<file path="src/rtl/rf_write_buffer_pkg.sv">
// rtl/rf_write_buffer_pkg.sv - shared widths and queue entry type for the RF write buffer
package rf_write_buffer_pkg;

  localparam int RF_ADDR_W = 5;
  localparam int RF_DATA_W = 32;
  localparam int PC_W      = 32;

  typedef struct packed {
    logic [RF_ADDR_W-1:0] waddr;
    logic [RF_DATA_W-1:0] data;
    logic [PC_W-1:0]      pc;
  } wq_entry_t;

endpackage

</file>
<file path="src/rtl/rf_write_buffer_wq_match.sv">
// rtl/rf_write_buffer_wq_match.sv - youngest-first search of pending writes for one read index
module wq_match
  import rf_write_buffer_pkg::*;
#(
  parameter int DEPTH = 4,
  parameter int AW    = 2
) (
  input  wq_entry_t [DEPTH-1:0] entries,
  input  logic [AW-1:0]         head,
  input  logic [AW:0]           count,
  input  logic [RF_ADDR_W-1:0]  idx,
  output logic                  hit,
  output logic [RF_DATA_W-1:0]  data
);

  // Walk oldest to youngest so a younger match overwrites an older one.
  always_comb begin
    hit  = 1'b0;
    data = '0;
    for (int i = 0; i < DEPTH; i++) begin
      if (((AW+1)'(i) < count) && (idx != '0) &&
          (entries[head + AW'(i)].waddr == idx)) begin
        hit  = 1'b1;
        data = entries[head + AW'(i)].data;
      end
    end
  end

endmodule

</file>
<file path="src/rtl/rf_write_buffer.sv">
// rtl/rf_write_buffer.sv - serialises W-stage and mult/div GPR writes into the single RF write port
module rf_write_buffer
  import rf_write_buffer_pkg::*;
#(
  parameter int DEPTH = 4,
  parameter int AW    = 2
) (
  input  logic                 clk,
  input  logic                 reset,
  input  logic                 wb_valid,
  input  logic [RF_ADDR_W-1:0] wb_reg,
  input  logic [RF_DATA_W-1:0] wb_data,
  input  logic [PC_W-1:0]      wb_pc,
  output logic                 wb_ready,
  input  logic                 md_valid,
  input  logic [RF_ADDR_W-1:0] md_reg,
  input  logic [RF_DATA_W-1:0] md_data,
  input  logic [PC_W-1:0]      md_pc,
  output logic                 md_ready,
  output logic                 rf_we,
  output logic [RF_ADDR_W-1:0] rf_waddr,
  output logic [RF_DATA_W-1:0] rf_wdata,
  output logic [PC_W-1:0]      rf_pc,
  input  logic [RF_ADDR_W-1:0] rs,
  input  logic [RF_ADDR_W-1:0] rt,
  output logic                 fwd_rs_hit,
  output logic [RF_DATA_W-1:0] fwd_rs_data,
  output logic                 fwd_rt_hit,
  output logic [RF_DATA_W-1:0] fwd_rt_data,
  output logic                 full
);

  wq_entry_t [DEPTH-1:0] entries;
  logic [AW-1:0]         head;
  logic [AW-1:0]         tail;
  logic [AW:0]           count;

  wq_entry_t push_entry;
  logic      wb_hs;
  logic      md_hs;
  logic      push;
  logic      pop;

  assign full     = (count == (AW+1)'(DEPTH));
  assign wb_ready = !full;
  assign md_ready = !full && !wb_valid;
  assign wb_hs    = wb_valid && wb_ready;
  assign md_hs    = md_valid && md_ready;

  assign push_entry = wb_hs ? '{waddr: wb_reg, data: wb_data, pc: wb_pc}
                            : '{waddr: md_reg, data: md_data, pc: md_pc};
  // Writes to $0 complete the handshake but are never queued.
  assign push = (wb_hs || md_hs) && (push_entry.waddr != '0);
  assign pop  = (count != '0);

  always_ff @(posedge clk or posedge reset) begin
    if (reset) begin
      head  <= '0;
      tail  <= '0;
      count <= '0;
    end else begin
      if (push) tail <= tail + 1'b1;
      if (pop)  head <= head + 1'b1;
      count <= count + (AW+1)'(push) - (AW+1)'(pop);
    end
  end

  always_ff @(posedge clk) begin
    if (push) entries[tail] <= push_entry;
  end

  assign rf_we    = pop;
  assign rf_waddr = pop ? entries[head].waddr : '0;
  assign rf_wdata = pop ? entries[head].data  : '0;
  assign rf_pc    = pop ? entries[head].pc    : '0;

  wq_match #(.DEPTH(DEPTH), .AW(AW)) u_match_rs (
    .entries (entries),
    .head    (head),
    .count   (count),
    .idx     (rs),
    .hit     (fwd_rs_hit),
    .data    (fwd_rs_data)
  );

  wq_match #(.DEPTH(DEPTH), .AW(AW)) u_match_rt (
    .entries (entries),
    .head    (head),
    .count   (count),
    .idx     (rt),
    .hit     (fwd_rt_hit),
    .data    (fwd_rt_data)
  );

endmodule

</file>
<file path="config.mk">
export PLATFORM = sky130hd
export DESIGN_NAME = rf_write_buffer
export DESIGN_NICKNAME = d
export VERILOG_FILES = /design/src/rtl/rf_write_buffer_pkg.sv /design/src/rtl/rf_write_buffer_wq_match.sv /design/src/rtl/rf_write_buffer.sv
export SDC_FILE = /design/constraint.sdc
export NUM_CORES = 1
export LEC_CHECK = 0
export ABC_AREA = 1
export BUFFER_PORTS_ARGS = -buffer_cell sky130_fd_sc_hd__buf_2
export CELL_PAD_IN_SITES_DETAIL_PLACEMENT = 1
export CELL_PAD_IN_SITES_GLOBAL_PLACEMENT = 2
export CORE_ASPECT_RATIO = 1.75
export CORE_MARGIN = 8
export CORE_UTILIZATION = 34
export CTS_CLUSTER_SIZE = 30
export DETAILED_ROUTE_END_ITERATION = 12
export PLACE_DENSITY = 0.82
export SKIP_CTS_REPAIR_TIMING = 1
export SYNTH_ARGS = -nofsm -noshare
export SYNTH_HDL_FRONTEND = slang
export SYNTH_SLANG_ARGS = --single-unit
</file>
<file path="constraint.sdc">
create_clock -name clk -period 5.5 [get_ports clk]
set_input_delay 0.55 -clock clk [delete_from_list [all_inputs] [get_ports clk]]
set_output_delay 0.55 -clock clk [all_outputs]
set_load 0.05 [all_outputs]
</file>
==> flow_metrics.py <==
metrics = {
    "run_status": {
        "status": "finished clean",
    },
    "global_routing": {
        "grt_overflow": 0,
        "grt_pass1_vias": 17456,
        "grt_pass1_wl_um": 100000,
        "antenna_found_initial": 0,
        "grtUsageTotal_pct": 21.1,
        "grt_max_degree": 95,
    },
    "logic_synthesis": {
        "synthTopCellsByArea": "edfxtp_1 47%, nand2_1 12%, nor2_1 5.6%",
        "yosys_warnings": 0,
        "ys_seq_area_share_pct": 47.8,
        "yosysUniqueCellTypes": 34,
        "ys_seq_elements": 283,
        "syn_avg_cell_area_um2": 8.26,
        "syn_inst": 2143,
        "synthesis.nets": 2304,
        "yosys.area.top_type_share_pct": 46.8,
        "synth.cell_area_um2": 17700,
        "yosysTopAreaCell": "edfxtp_1",
    },
    "die": {
        "die_h_um": 318,
        "die_x_um": 189,
        "core_um2": 51500,
        "ioPinCount": 291,
        "dieArea_um2": 59900,
        "initial_core_util_pct": 34.4,
        "row_count": 110,
    },
    "finish": {
        "seq_area_um2": 8470,
        "multiInputGateArea_um2": 8000,
        "fillers": 6239,
        "design_area_um2": 20500,
        "layout_commonest_cell": "nand2_1",
        "final_cell_mix": "560 x nand2_1, 288 x buf_2, 276 x edfxtp_1",
        "diodes": 0,
        "utilization_pct": 39.7,
        "area.growth.synth_to_final_pct": 15.5,
        "layout-drive-gt1-share_pct": 20.4,
        "fin_nets": 2510,
    },
    "setup_path": {
        "cp-start-kind": "flip-flop",
        "cp_max_fo": 92,
        "path_buf_inv": 3,
        "crit_slowest_cell": "buf_4",
        "crit_path_cell_trace": "buf_4 -> buf_4 -> o21ai_0 -> o21ai_0 -> nand4_1 -> nand2_1 -> nand3_1 -> a21oi_1 -> buf_12",
        "path_delay_family": "buffers and inverters",
        "cp_slowest_stage_delay_ns": 0.84,
        "cp.arrival_ns": 4.44,
        "critical_path_required_ns": 4.95,
        "critPathKind": "flip-flop to primary output",
        "endpoint_kind": "primary output",
    },
    "timing": {
        "finClkSkew_ns": 0.0165,
        "period_share_pct": 90.8,
        "fin_crit_ns": 4.99,
        "finalHoldViolations": 0,
        "rsz0062_at_grt": "no",
        "fmax_ghz": 0.200,
        "relSlewSlack_pct": 31.4,
        "setup_tns_ns": 0,
        "setup_viol": 0,
        "slew_violations": 0,
        "worstMarginPinSlew_ns": 1.03,
    },
    "routing": {
        "top_layer": "met4",
        "wl_met2_um": 34400,
        "wl_um": 65500,
        "dr.pass1.iters": 5,
        "vias": 16140,
        "drc": 0,
        "met1_length_um": 25900,
        "viasPerCell": 5.31,
        "wl_met3_um": 2740,
        "drtAntennaViolNets": 0,
        "drt-initial-drc-count": 717,
        "wire_per_inst_um": 21.5,
    },
    "cts": {
        "h-tree-depth": 1,
        "cts_buffers": 27,
        "cts.clk_slew.worst_paths_ns": 0.06,
        "cts_tree": "done",
        "ctsRootBufferMaster": "clkbuf_16",
        "clockBufferDepth": 3,
        "clock_latency_ns": 0.58,
        "cts.sinks": 283,
    },
    "flow_run": {
        "maxCapViolations": 0,
    },
    "place": {
        "gp_congestion": 0.892,
        "placement.cell_area_um2": 19700,
        "dp_hpwl_um": 46500,
        "port_buffers": 290,
    },
    "worst_hold_path": {
        "min_path_type": "primary input to flip-flop",
    },
}
-- worst register-to-register path, cell delays in order, from the launching register on --
cell      delay [ns]
dfrtp_1         0.44
inv_1           0.09
nand3_1         0.32
nand2_4         0.27
o21ai_0         0.59
nand3_1         0.15
o211ai_1        0.11
buf_4           0.24
ha_1            0.26
inv_1           0.06
ha_1            0.13
inv_1           0.05
fa_1            0.40
xor2_1          0.17
-- layout make-up --
cell class / instances / area share (%)
Sequential cell: 283 / 41.4
Multi-Input combinational cell: 1566 / 39.1
Timing Repair Buffer: 332 / 8.92
Tap cell: 672 / 4.11
Clock buffer: 35 / 3.50
Inverter: 139 / 2.55
Clock inverter: 13 / 0.398
-- worst paths after layout --
kind                                startpoint                     to  slack (ns)  cells after the start
hold / removal                       md_pc[19]  entries[19]$_DFFE_PP_        0.33                      2
max in group asynchronous                reset    head[0]$_DFFE_PP0N_        4.69                      3
min in group asynchronous                reset    head[1]$_DFFE_PP0N_        0.51                      3
setup reg to reg            count[1]$_DFF_PP0_     count[2]$_DFF_PP0_        2.10                     13
setup / recovery           head[0]$_DFFE_PP0N_        fwd_rs_data[22]        0.51                      9
hold reg to reg             count[0]$_DFF_PP0_     count[0]$_DFF_PP0_        0.55                      1
-- state kept, by name, summed over array words and instances (netlist names) --
name     cells
tail         2
count        3
head         2
entries    276
-- kinds of logic after synthesis --
logic type / after synthesis / share of synthesized area [%]
simple gates: 1134 / 27.2
buf+inv: 294 / 7.57
compound gates: 295 / 9.17
fa+ha+maj: 9 / 0.678
xor+xnor: 10 / 0.495
flops: 283 / 47.8
mux: 118 / 7.12
-- Yosys cell counts --
cell type,count
inv_1,136
nor2_2,5
nor2_1,266
a22oi_1,32
buf_2,72
nor2_4,2
nand3_2,3
a21oi_1,15
o21a_1,10
nand2_4,1
and2_1,1
ha_1,8
clkbuf_2,1
or2_2,20
buf_6,11
mux2_2,64
buf_4,17
inv_2,3
buf_1,7
mux2i_1,54
o211ai_1,1
nand2_1,561
edfxtp_1,276
dfrtp_1,7
xor2_1,10
fa_1,1
nand3_1,192
clkbuf_1,47
nand4_1,77
nor3_1,1
o21ai_1,9
o21ai_0,196
nand2_2,5
a31oi_1,32
-- layer usage --
layer | vias to the layer above | GRT usage (%)
li1 | 7695 | -
met4 | 0 | 8.35
met1 | 7860 | 23.3
met5 | - | 0
met2 | 457 | 39.9
met3 | 128 | 2.75
-- stage by stage --
| stage | setup slack [ns] | std cells | hold WS [ns] |
|---|---|---|---|
| finish | 0.506 | 3040 | 0.327 |
| global route | 0.150 | 3040 | 0.303 |
| CTS | 0.437 | 3039 | -0.0675 |
| detailed placement | 1.08 | 2991 | 0.543 |
| global placement | 1.19 | 2991 | 0.532 |
| floorplan | 0.135 | 2143 | 0.353 |
Power is left out: the tool's default activity adds up to more than one toggle a clock period on the data nets, which glitch-free logic cannot reach.
